## config.mk

```make
export PLATFORM = sky130hd
export DESIGN_NAME = entrada_controle
export DESIGN_NICKNAME = d
export VERILOG_FILES = /design/src/rtl/entrada_controle.sv
export SDC_FILE = /design/constraint.sdc
export NUM_CORES = 1
export LEC_CHECK = 0
export ABC_AREA = 1
export CAP_MARGIN = 30
export CELL_PAD_IN_SITES_DETAIL_PLACEMENT = 0
export CELL_PAD_IN_SITES_GLOBAL_PLACEMENT = 1
export CORE_MARGIN = 5
export CORE_UTILIZATION = 47
export DETAILED_ROUTE_END_ITERATION = 12
export DONT_BUFFER_PORTS = 1
export PLACE_DENSITY_LB_ADDON = 0.1
export SYNTH_ARGS = -nofsm -noshare
export SYNTH_HDL_FRONTEND = slang
export SYNTH_SLANG_ARGS = --single-unit
```

## constraint.sdc

```tcl
create_clock -name clock -period 2.81 [get_ports clock]
set_input_delay 0.843 -clock clock [delete_from_list [all_inputs] [get_ports clock]]
set_output_delay 0.843 -clock clock [all_outputs]
set_load 0.005 [all_outputs]
```

## src/rtl/entrada_controle.sv

```systemverilog
// Input-stall controller: waits for a debounced button press/release or a keyboard
// byte while IN / keyboard-read is decoded, presents the value on InData, pulses Release.
module entrada_controle #(
  parameter int unsigned DATA_WIDTH      = 32,
  parameter int unsigned SW_WIDTH        = 16,
  parameter int unsigned KB_WIDTH        = 8,
  parameter int unsigned DEBOUNCE_CYCLES = 4
) (
  input  logic                  clock,
  input  logic                  reset,
  input  logic [1:0]            In,
  input  logic                  Button,
  input  logic [SW_WIDTH-1:0]   Switches,
  input  logic [KB_WIDTH-1:0]   KbData,
  input  logic                  KbValid,
  output logic [DATA_WIDTH-1:0] InData,
  output logic                  Release,
  output logic                  Waiting,
  output logic                  KbOverrun
);

  localparam int unsigned CNT_W = (DEBOUNCE_CYCLES > 1) ? $clog2(DEBOUNCE_CYCLES) : 1;
  localparam logic [CNT_W-1:0] CNT_LAST = CNT_W'(DEBOUNCE_CYCLES - 1);

  typedef enum logic [2:0] {
    IDLE,
    WAIT_PRESS,
    WAIT_RELEASE,
    WAIT_KB,
    DONE
  } state_t;

  state_t state, next_state;

  logic [1:0]            sync;
  logic                  bsync;
  logic                  db;
  logic [CNT_W-1:0]      cnt;
  logic                  db_toggle;
  logic                  rise;
  logic                  fall;

  logic [KB_WIDTH-1:0]   kb_buf;
  logic                  pending;
  logic                  buf_load;

  logic                  abort;
  logic                  capture;
  logic [DATA_WIDTH-1:0] capture_val;
  logic                  consume;

  assign bsync = sync[1];

  // rise/fall coincide with the edge on which db toggles
  assign db_toggle = (bsync != db) && (cnt == CNT_LAST);
  assign rise      = db_toggle && !db;
  assign fall      = db_toggle && db;

  assign abort    = (In == 2'd0) || (In == 2'd3);
  assign buf_load = KbValid && (state != WAIT_KB);

  // Synchronizer and debounce counter
  always_ff @(posedge clock) begin
    if (reset) begin
      sync <= 2'b00;
      cnt  <= '0;
      db   <= 1'b0;
    end else begin
      sync <= {sync[0], Button};
      if (bsync == db) begin
        cnt <= '0;
      end else if (cnt == CNT_LAST) begin
        cnt <= '0;
        db  <= ~db;
      end else begin
        cnt <= cnt + CNT_W'(1);
      end
    end
  end

  // State register, registered outputs and keyboard buffer
  always_ff @(posedge clock) begin
    if (reset) begin
      state     <= IDLE;
      InData    <= '0;
      Release   <= 1'b0;
      Waiting   <= 1'b0;
      KbOverrun <= 1'b0;
      kb_buf    <= '0;
      pending   <= 1'b0;
    end else begin
      state   <= next_state;
      Release <= (next_state == DONE);
      Waiting <= (next_state == WAIT_PRESS) || (next_state == WAIT_RELEASE) ||
                 (next_state == WAIT_KB);
      if (capture) begin
        InData <= capture_val;
      end
      // A byte arriving as the old one is consumed refills the buffer without overrun
      if (buf_load) begin
        kb_buf  <= KbData;
        pending <= 1'b1;
        if (pending && !consume) begin
          KbOverrun <= 1'b1;
        end
      end else if (consume) begin
        pending <= 1'b0;
      end
    end
  end

  // Next-state and capture decode
  always_comb begin
    next_state  = state;
    capture     = 1'b0;
    capture_val = '0;
    consume     = 1'b0;
    case (state)
      IDLE: begin
        if (In == 2'd1) begin
          next_state = WAIT_PRESS;
        end else if (In == 2'd2) begin
          if (pending) begin
            capture     = 1'b1;
            capture_val = DATA_WIDTH'(kb_buf);
            consume     = 1'b1;
            next_state  = DONE;
          end else begin
            next_state = WAIT_KB;
          end
        end
      end
      WAIT_PRESS: begin
        if (abort) begin
          next_state = IDLE;
        end else if (rise) begin
          capture     = 1'b1;
          capture_val = DATA_WIDTH'(Switches);
          next_state  = WAIT_RELEASE;
        end
      end
      WAIT_RELEASE: begin
        if (abort) begin
          next_state = IDLE;
        end else if (fall) begin
          next_state = DONE;
        end
      end
      WAIT_KB: begin
        if (abort) begin
          next_state = IDLE;
        end else if (KbValid) begin
          capture     = 1'b1;
          capture_val = DATA_WIDTH'(KbData);
          next_state  = DONE;
        end
      end
      DONE: begin
        next_state = IDLE;
      end
      default: begin
        next_state = IDLE;
      end
    endcase
  end

endmodule

```

; Word-level counts from Yosys, hierarchy flattened
; Index checks and enable logic that the tools add are counted.
[totals]
reg_bits = 52
out_inout_bits = 35
word_cells = 72
[classes]
addsub = 1
n_eq_ne = 14
muxes = 29
bitwise_logic = 2
reduce_logical = 16
[ops]
columns = op, n
row1 = one-hot mux 16 bit (3 select lines), 1
row2 = two-way mux 8 bit, 5
row3 = two-way mux 16 bit, 2
row4 = two-way mux 3 bit, 9
row5 = "== test 3 x 2 -> 1 bit, second input constant", 4
row6 = one-hot mux 3 bit (4 select lines), 1
row7 = two-way mux 1 bit, 10
row8 = "== test 2 bit, second input constant", 3
row9 = "== test 3 x 1 -> 1 bit, second input constant", 2
row10 = logical AND 1 bit, 5
row11 = AND reduction 2 bit, 2
row12 = "== test 3 bit, second input constant", 1
row13 = zero test 3 bit, 1
row14 = logical OR 1 bit, 3
row15 = "!= test 3 x 2 -> 1 bit, second input constant", 1
row16 = one-hot mux 1 bit (3 select lines), 1
row17 = OR reduction 3 bit, 1
row18 = "adder 2 x 1 -> 2 bit, second input constant", 1
row19 = "== test 2 x 1 -> 1 bit, second input constant", 1
row20 = zero test 1 bit, 2
row21 = zero test 2 bit, 1
row22 = inverter 1 bit, 2
row23 = nonzero test 2 bit, 1
row24 = == test 1 bit, 1
row25 = != test 1 bit, 1

; Depth between registers and ports, before layout
; Gate-level depths: netlist (run 1).
[logic_depth]
depth_word = 9
mapped_depth = 10

; Worst setup path before layout (run 1)
; No wires, ideal clock.
[synth_timing]
path_kind = input to register
start = in In[0]
end = reg InData[3]
arrival_time_ns = 1.950
slack_ns = 0.796
stages = 8
cell_sequence = inv_1 > ha_1 > nor2_2 > nand2_4 > buf_6 > nand4_1 > nand2_1 > nor2_1
[synth_via]
elab_chain_cells = 4
[synth_lines]
columns = item, line_no
row1 = from (decl), 11  ; input logic [1:0] In,
row2 = "== test 2 bit, or another cell as far along", 122  ; end else if (In == 2'd2) begin
row3 = "two-way mux 8 bit, or another cell as far along", 122
row4 = "two-way mux 8 bit, or another cell as far along", 120  ; if (In == 2'd1) begin
row5 = one-hot mux 16 bit (3 select lines) or one-hot mux 1 bit (3 select lines) (tied branches), 118  ; case (state)
row6 = to (signal assigned), 97  ; InData <= capture_val;
row7 = to (decl), 16  ; output logic [DATA_WIDTH-1:0] InData,
; Parallel ways exist; a longest one is shown, timed or not.
; A chain may end at the register's enable or synchronous reset.

; Worst setup path in the final report (run 1)
[layout_timing]
start = in In[0]
end = reg InData[7]
; Same word-level chain as after synthesis.

==> results of run 1 <==
power groups by stage:
stage	clock network [mW]	registers, mW	logic [mW]
after floorplan	0	0.556	0.107
after global placement	0	0.560	0.104
after detailed placement	0	0.560	0.103
after CTS	0.469	0.548	0.104
after global routing	0.500	0.552	0.118
final	0.453	0.548	0.104
cells in the mapped netlist (all sizes together):
cell    number  area (um^2)
buf         20          155
a31oi        1         6.26
nand4       22          138
clkbuf       2         7.51
inv         30          115
clkinv       1         3.75
o21ai       10         50.1
ha           3         37.5
o21a         1         7.51
dfxtp       36          721
nor2        57          282
conb         1         3.75
nand2       37          173
a21oi       11         55.1
nand3       34          183
through the flow:
| stage | total power [mW] | area [um^2] | hold slack, ps | std cells | utilization (%) |
|---|---|---|---|---|---|
| 5_1_grt | 1.17 | 2000 | 431 | 317 | 50.1 |
| 4_1_cts | 1.12 | 2000 | 409 | 317 | 50.1 |
| 3_3_place_gp | 0.664 | 1890 | 392 | 309 | 47.3 |
| 3_5_place_dp | 0.663 | 1890 | 398 | 309 | 47.3 |
| 2_1_floorplan | 0.663 | 1990 | 388 | 281 | - |
| 6_report | 1.10 | 2000 | 411 | 317 | 50.1 |
registers in the layout, indices dropped and copies added, names as in the netlist:
register and flops:
InData 16, KbOverrun 1, Release 1, Waiting 1, cnt 2, db 1, kb_buf 8, pending 1
state 3, sync 2
worst paths after layout:
kind	end	slack, ps
setup / recovery	InData[7]	830
hold / removal	sync[1]	410
hold reg to reg	sync[1]	410
setup reg to reg	InData[7]	1240
worst max-delay path, delay by kind of cell:
kind | cells | cell delay [ps]
buf+inv | 1 | 20
simple gates | 6 | 960
fa+ha+maj | 1 | 330
logic make-up (layout without fill, tap and decap cells):
family | count (synthesis) | after routing | synth area share, %
and+or+nand+nor | 150 | 150 | 40.0
other | 1 | 16 | 0.194
AOI/OAI and AO/OA | 23 | 23 | 6.14
adders and majority gates | 3 | 3 | 1.94
buffers and inverters | 53 | 39 | 14.5
DFF | 36 | 36 | 37.2
placed cells by master, fill, tap and decap left out, drive strengths merged:
cell and n:
nand2 37, nand3 34, dfxtp 36, bufinv 1, ha 3, o21a 1, inv 30, a21oi 11
o21ai 10, conb 16, nor2 57, clkinvlp 1, a31oi 1, clkbuf 5, clkinv 2, nand4 22
per-layer routing:
layer | GRT usage, % | wire length (um) | vias to the layer above
met4 | 6.64 | 58 | 0
met3 | 7.16 | 394 | 5
met5 | 0 | 0 | -
met1 | 21.8 | 1940 | 671
met2 | 25.3 | 1880 | 49
li1 | - | - | 839
final cells by class:
cell class                 instances  share of cell area, %
tap                               50                   3.12
clock buffer                       5                   3.43
clock inverter                     3                   2.12
multi-input combinational        192                   49.4
sequential                        36                   36.0
inverter                          31                   5.93
==> results.md, run 1 <==
- Syn_area_per_cell: 7.28 um^2
- Worst path most repeated cell: nor2_1
- P_int: 0.826 mW
- DIE AREA: 5500 um^2
- Initial antenna violation count: 0
- CP required: 2990 ps
- Sw frac: 25.3%
- Die Width: 74.2 um
- Routability cong.: 0.809
- Fin crit share: 70.3%
- DR DRC count: 0
- Total gr overflow: 0
- FMAX: 0.506 GHz
- Synth-to-Final Area Change: 3.49%
- CP arrival: 2160 ps
- #FFs+latches synth: 36
- Max IR drop VDD: 0.301 mV
- Routed WL: 4.27 mm
- Crit-path cells: inv_1 -> ha_1 -> nor2_2 -> nand2_4 -> nand2_2 -> nor2_4 -> nor2_1 -> nor2_1
- Post-Syn Area: 1940 um^2
- Top Ports: 65
- Setup WS post-layout: 834 ps
- Slew @ Worst Pin: 523 ps
- Hold depth: 2
- Post-CTS Setup Repair Bufs: 0
- Core ar.: 4000 um^2
- HP Start: sync[0]
- Final HPWL DP: 3.26 mm
- Multi-input logic area: 991 um^2
- Net Switching: 0.279 mW
- Root Buffer: clkbuf_8
- Final hold viol count: 0
- Crit. End Element: flip-flop
- Worst slack, placed: 558 ps
- Seq. cell area: 721 um^2
- Worst Reg-to-Reg Cells: 8
- Ant. Diodes: 0
- MaxCap Viol Count: 0
- Clock network power share: 41.0%
- Post-CTS Hold Fix Bufs: 0
- Yosys cell types: 26
- Largest net degree at the start of global routing: 20
- Total number of vias: 1564
- RSZ-0062 raised after global routing: false
- Clock Skew: 5.98 ps
- # H-tree levels: 2
- Final min period: 1980 ps
- Register area share after synthesis: 37.2%
- Chip height: 74.2 um
- Longest Clk Path Bufs: 2
- WL/cell: 13.5 um
- Tot GR Track Use: 17.0%
- Worst-path maximum fanout: 17
- Vias in the first global route: 1436
- Port bufs: 0
- TNS Setup: 0 ps
- Final setup viols: 0
- Worst-Skew Late Latency: 290 ps
- Final Max Tran Viols: 0
- Hold WC Path Type: flip-flop to flip-flop
- Global-route wire length before repair: 7.05 mm
- Outcome: complete, no violations
- Post-cts repair resize count: 0
- Rows: 23
- Clk sink count: 36
- Fillers: 441
- DR vias/cell: 4.93
- Total CTS buffers: 5
- P_leak: 0.915 nW
- Worst path max stage delay: 370 ps
- Setup crit start: In[0]
- Initial Util: 48.4%
- NumNets Final: 299
- CP max stage cell: nor2_2
- Final ANT Viol Nets: 0
- Worst-path clk slew: 70 ps
- CTS tree: yes
- Worst reg2reg path startpoint: cnt[0]
- Rel. slew slack: 64.9%
- Mapped Cells: 266
- First drt pass iteration count: 4
- Kind of critical path: input port to flip-flop
- Comb pwr share: 9.4%
- Critical path startpoint category: input port
- Share of cells above drive strength 1: 10.1%
- Initial DRC Count: 128
- Flop pwr share: 49.6%
- Yosys warns: 0
- Pwr dens: 551 nW/um^2
Power figures use the tool's default switching activity.
==> inputs of run 2 (changes only) <==
--- a/config.mk
+++ b/config.mk
@@ -10,7 +10,7 @@
 export CELL_PAD_IN_SITES_DETAIL_PLACEMENT = 0
 export CELL_PAD_IN_SITES_GLOBAL_PLACEMENT = 1
 export CORE_MARGIN = 5
-export CORE_UTILIZATION = 47
+export CORE_UTILIZATION = 43
 export DETAILED_ROUTE_END_ITERATION = 12
 export DONT_BUFFER_PORTS = 1
 export PLACE_DENSITY_LB_ADDON = 0.1
==> constraint.sdc (replaced) <==
create_clock -name clock -period 2 [get_ports clock]
set_input_delay 0.6 -clock clock [delete_from_list [all_inputs] [get_ports clock]]
set_output_delay 0.6 -clock clock [all_outputs]
set_load 0.005 [all_outputs]
==> run 2 against run 1 <==
Net effect:
- global-route usage decreased by 1.5 points
- largest power group unchanged
- via count rose by 1.5%
- sequential power rose by 41%
- cell count grew 2.5%
- routed wire length increased by 7.1%
- clock-buffer cell count rose by 2
- clock skew rose by 3.1 ps
- core utilization shrank 3.4 points
- register-to-register slack got worse by 800 ps
- critical path depth rose by 2
==> results.md, run 2 (synthesis results as in run 1) <==
- Cell family with the largest share of critical-path delay: simple AND/OR/NAND/NOR gates
- Clock Skew: 9.07 ps
- Post-cts repair resize count: 0
- Final min period: 1580 ps
- Commonest non-fill, non-tap cell in the layout: nor2_1
- Root Buffer: clkbuf_8
- MaxCap Viol Count: 0
- NumNets Final: 305
- Post-CTS Setup Repair Bufs: 0
- Kind of critical path: input port to flip-flop
- Total gr overflow: 0
- Critical path startpoint category: input port
- RSZ-0062 raised after global routing: false
- Worst path max stage delay: 330 ps
- CP max stage cell: ha_1
- First drt pass iteration count: 4
- DR vias/cell: 4.88
- Final HPWL DP: 3.37 mm
- Die Width: 77.1 um
- CTS tree: yes
- Crit. path cell count: 10
- Worst-path clk slew: 80 ps
- Port bufs: 0
- Outcome: complete, no violations
- Post-Layout Cell Count: 325
- DR DRC count: 0
- Max reg flops: 16
- Post-CTS Hold Fix Bufs: 0
- Share of cells above drive strength 1: 11.7%
- Clk sink count: 36
- Total CTS buffers: 5
- Commonest cells after routing, fill and taps aside: nor2_1 (49), dfxtp_1 (36), nand3_1 (33)
- Total number of vias: 1587
- Final ANT Viol Nets: 0
- CP required: 2180 ps
- Ant. Diodes: 0
- Hold depth: 1
- Crit. End Element: flip-flop
- Max IR drop VDD: 0.364 mV
- Initial antenna violation count: 0
- WL/cell: 14.1 um
- TNS Setup: 0 ps
- Initial Util: 44.5%
- Chip height: 77.1 um
- Tot GR Track Use: 15.5%
- # H-tree levels: 2
- Worst-path maximum fanout: 18
- WP buf/inv: 3
- Crit-path cells: inv_1 -> ha_1 -> inv_1 -> nand2_2 -> nor2_8 -> nand2_8 -> inv_4 -> nor2_4 -> nor2_1 -> nor2_1
- Routability cong.: 0.777
- Worst Reg-to-Reg Cells: 8
- Pwr dens: 721 nW/um^2
- DIE AREA: 5950 um^2
- Hold WC Path Type: input port to flip-flop
- Placed cells: 317
- Fin crit share: 78.9%
- Final setup viols: 0
- FMAX: 0.634 GHz
- Worst-Skew Late Latency: 280 ps
- Register with the most flip-flops: InData
- Vias in the first global route: 1503
- P_leak: 0.935 nW
- Initial DRC Count: 72
- Top Ports: 65
- Longest Clk Path Bufs: 2
- CP arrival: 1760 ps
- Routed WL: 4.58 mm
- Final Max Tran Viols: 0
- Global-route wire length before repair: 7.47 mm
- Final hold viol count: 0
- Rows: 24
- Top Registers: InData: 16 flops, kb_buf: 8 flops, state: 3 flops
- Synth-to-Final Area Change: 5.04%
- Largest net degree at the start of global routing: 20
- Fillers: 465
- Core ar.: 4350 um^2
[run 2: final timing paths]
kind,startpoint,to,slack [ps]
worst max-delay path,In[0],InData[2],420
worst min-delay path,reset,pending,370
worst max register to register,cnt[0],InData[2],440
worst min register to register,sync[0],sync[1],420
[run 2: final cells by class]
type / count / area [um^2] / area share, %
Tap cell: 52 / 65.1 / 3.20
Inverter: 31 / 119 / 5.84
Timing Repair Buffer: 6 / 45.0 / 2.21
Multi-Input combinational cell: 192 / 991 / 48.7
Clock inverter: 1 / 7.51 / 0.369
Clock buffer: 7 / 86.3 / 4.24
Sequential cell: 36 / 721 / 35.4
[run 2: worst register-to-register path, stage by stage, from the launching register on]
cell and delay [ps]:
dfxtp_1 340, ha_1 190, inv_1 90, nor2_4 290, nand2_8 160, inv_4 150, nor2_4 70, nor2_1 120
nor2_1 50
[run 2: power by group]
part / switching, mW / internal (mW) / total (mW) / leakage [nW]
clock: 0.255 / 0.280 / 0.535 / 0.0445
sequential: 0.0243 / 0.747 / 0.771 / 0.294
combinational: 0.106 / 0.0546 / 0.160 / 0.597
[run 2: routing by layer]
layer	wire length, um	GRT usage, %
met1	2120	21.5
met2	1960	22.8
met3	437	5.15
met4	55	4.64
met5	0	0
[run 2: stage by stage]
step	power (mW)	area (um^2)	util (%)	setup WS (ps)	hold slack, ps
floorplan	0.931	1990	-	229	388
global placement	0.950	1940	44.6	164	407
detailed placement	0.949	1940	44.6	113	406
CTS	1.49	2030	46.7	407	363
global route	1.54	2030	46.7	306	357
finish	1.47	2030	46.7	423	374
==> inputs of run 3 (changes only) <==
==> constraint.sdc (replaced) <==
create_clock -name clock -period 1.6 [get_ports clock]
set_input_delay 0.48 -clock clock [delete_from_list [all_inputs] [get_ports clock]]
set_output_delay 0.48 -clock clock [all_outputs]
set_load 0.005 [all_outputs]
==> run 3 against run 2 <==
Net effect:
- final area up 4.4%
- cell count is 2.2% higher
- first-iteration DRC count decreased by 29%
- non-clock buffer count is 7 higher
- via count increased by 3.8%
- sequential share of layout area is 1.5 points lower
- global-route usage shrank 0.21 points
- critical endpoint is now InData[5]
- largest cell class unchanged
- highest routed layer unchanged
==> results.md, run 3 (synthesis results as in run 1) <==
- Outcome: complete, no violations
- Final min period: 1420 ps
- Hold WC Path Type: input port to flip-flop
- Pwr dens: 859 nW/um^2
- Final Max Tran Viols: 0
- DR DRC count: 0
- Clk sink count: 36
- Worst-path maximum fanout: 11
- DIE AREA: 5950 um^2
- Initial Util: 44.5%
- Die Width: 77.1 um
- Post-CTS Setup Repair Bufs: 0
- Total number of vias: 1647
- Reg2reg setup slack: 180 ps
- Final ANT Viol Nets: 0
- Total gr overflow: 0
- Root Buffer: clkbuf_8
- Clock Skew: 8.65 ps
- Kind of critical path: flip-flop to flip-flop
- Rows: 24
- Register with the most flip-flops: InData
- GR met2 Demand/Resource: 22.3%
- # H-tree levels: 2
- Longest Clk Path Bufs: 2
- Post-CTS Hold Fix Bufs: 0
- Share of cells above drive strength 1: 14.6%
- Grt met1 use: 20.4%
- Critical path startpoint category: flip-flop
- CTS tree: yes
- Fin crit share: 89.0%
- DR vias/cell: 4.96
- Core ar.: 4350 um^2
- First drt pass iteration count: 4
- Post-route cell area: 2120 um^2
- Layout Utilization: 48.8%
- Synth-to-Final Area Change: 9.63%
- Worst path most repeated cell: nor2_1
- Vias in the first global route: 1499
- Max reg flops: 16
- Crit. End Element: flip-flop
- Top Ports: 65
- RSZ-0062 raised after global routing: false
- CP required: 1790 ps
- Port bufs: 0
- Total CTS buffers: 5
- Placed Area: 2040 um^2
- Setup crit start: state[0]
- Chip height: 77.1 um
- Routability cong.: 0.718
- Worst Reg-to-Reg Cells: 6
- Worst-Skew Late Latency: 300 ps
- Worst reg2reg path startpoint: state[0]
- Worst R2R End: InData[5]
- Post-cts repair resize count: 0
- Cell family with the largest share of critical-path delay: simple AND/OR/NAND/NOR gates
- GR Layer Usage met3: 7.49%
- FMAX: 0.702 GHz
- P_leak: 0.986 nW
- Final HPWL DP: 3.48 mm
- HP Start: reset
- Crit-path cells: nor2_2 -> nand3_4 -> nand2_2 -> nor2_4 -> nor2_1 -> nor2_1
- WP buf/inv: 0
- Worst-path clk slew: 80 ps
- Routed WL: 4.53 mm
- Max IR drop VDD: 0.470 mV
- Ant. Diodes: 0
- Initial DRC Count: 51
- CP max stage cell: dfxtp_1
- CP arrival: 1610 ps
- Final setup viols: 0
- Fillers: 477
- NumNets Final: 312
- Gr busiest metal: met2
- WL/cell: 13.6 um
- Commonest non-fill, non-tap cell in the layout: nor2_1
- MaxCap Viol Count: 0
- Tot GR Track Use: 15.3%
- Largest net degree at the start of global routing: 20
- Hold depth: 1
- Worst Hold Path EP: pending
- Global-route wire length before repair: 7.38 mm
- Commonest cells after routing, fill and taps aside: nor2_1 (49), dfxtp_1 (36), nand3_1 (33)
- Initial antenna violation count: 0
- Top Registers: InData: 16 flops, kb_buf: 8 flops, state: 3 flops
- Final hold viol count: 0
- Worst path max stage delay: 390 ps
==> run 3: cell count changes in the layout (fill, tap and decap cells not counted), sizes merged <==
cell	previous run	this run
clkinvlp	1	0
clkinv	1	4
buf	6	13
clkbuf	7	5
==> run 3: worst max path at each step <==
stage | end | depth (start not counted)
after floorplan | InData[3] | 10
after global placement | InData[1] | 10
after detailed placement | InData[1] | 10
after CTS | InData[1] | 6
after global routing | InData[1] | 6
final | InData[5] | 6
==> run 3: through the flow <==
step / hold slack [ps] / setup slack (ps) / setup TNS, ps / total power, mW / std cells
after CTS: 231 / 164 / 0 / 1.85 / 332
after floorplan: 388 / 23.9 / 0 / 1.17 / 281
final: 244 / 175 / 0 / 1.82 / 332
after detailed placement: 399 / -41.5 / -145 / 1.19 / 324
after global routing: 217 / 53.5 / 0 / 1.92 / 332
after global placement: 393 / -23.4 / -38.0 / 1.19 / 324
==> run 3: layout make-up <==
cell class,count,area [um^2],share of cell area (%)
Multi-Input combinational cell,192,1010,47.5
Timing Repair Buffer,13,123,5.77
Inverter,31,119,5.60
Clock inverter,3,18.8,0.884
Sequential cell,36,721,33.9
Tap cell,52,65.1,3.06
Clock buffer,5,68.8,3.24
==> run 3: power by group <==
part           switching (mW)  total, mW  internal (mW)  leakage, nW
logic                   0.137      0.211         0.0746        0.644
clock network           0.347      0.651          0.303       0.0479
registers              0.0283      0.962          0.933        0.294
==> run 3: per-layer routing <==
layer  up-vias  part of all wire [%]
met5         -                     0
met4         0                  0.80
met3         5                   9.6
met2        51                    42
met1       727                    48
li1        864                     -
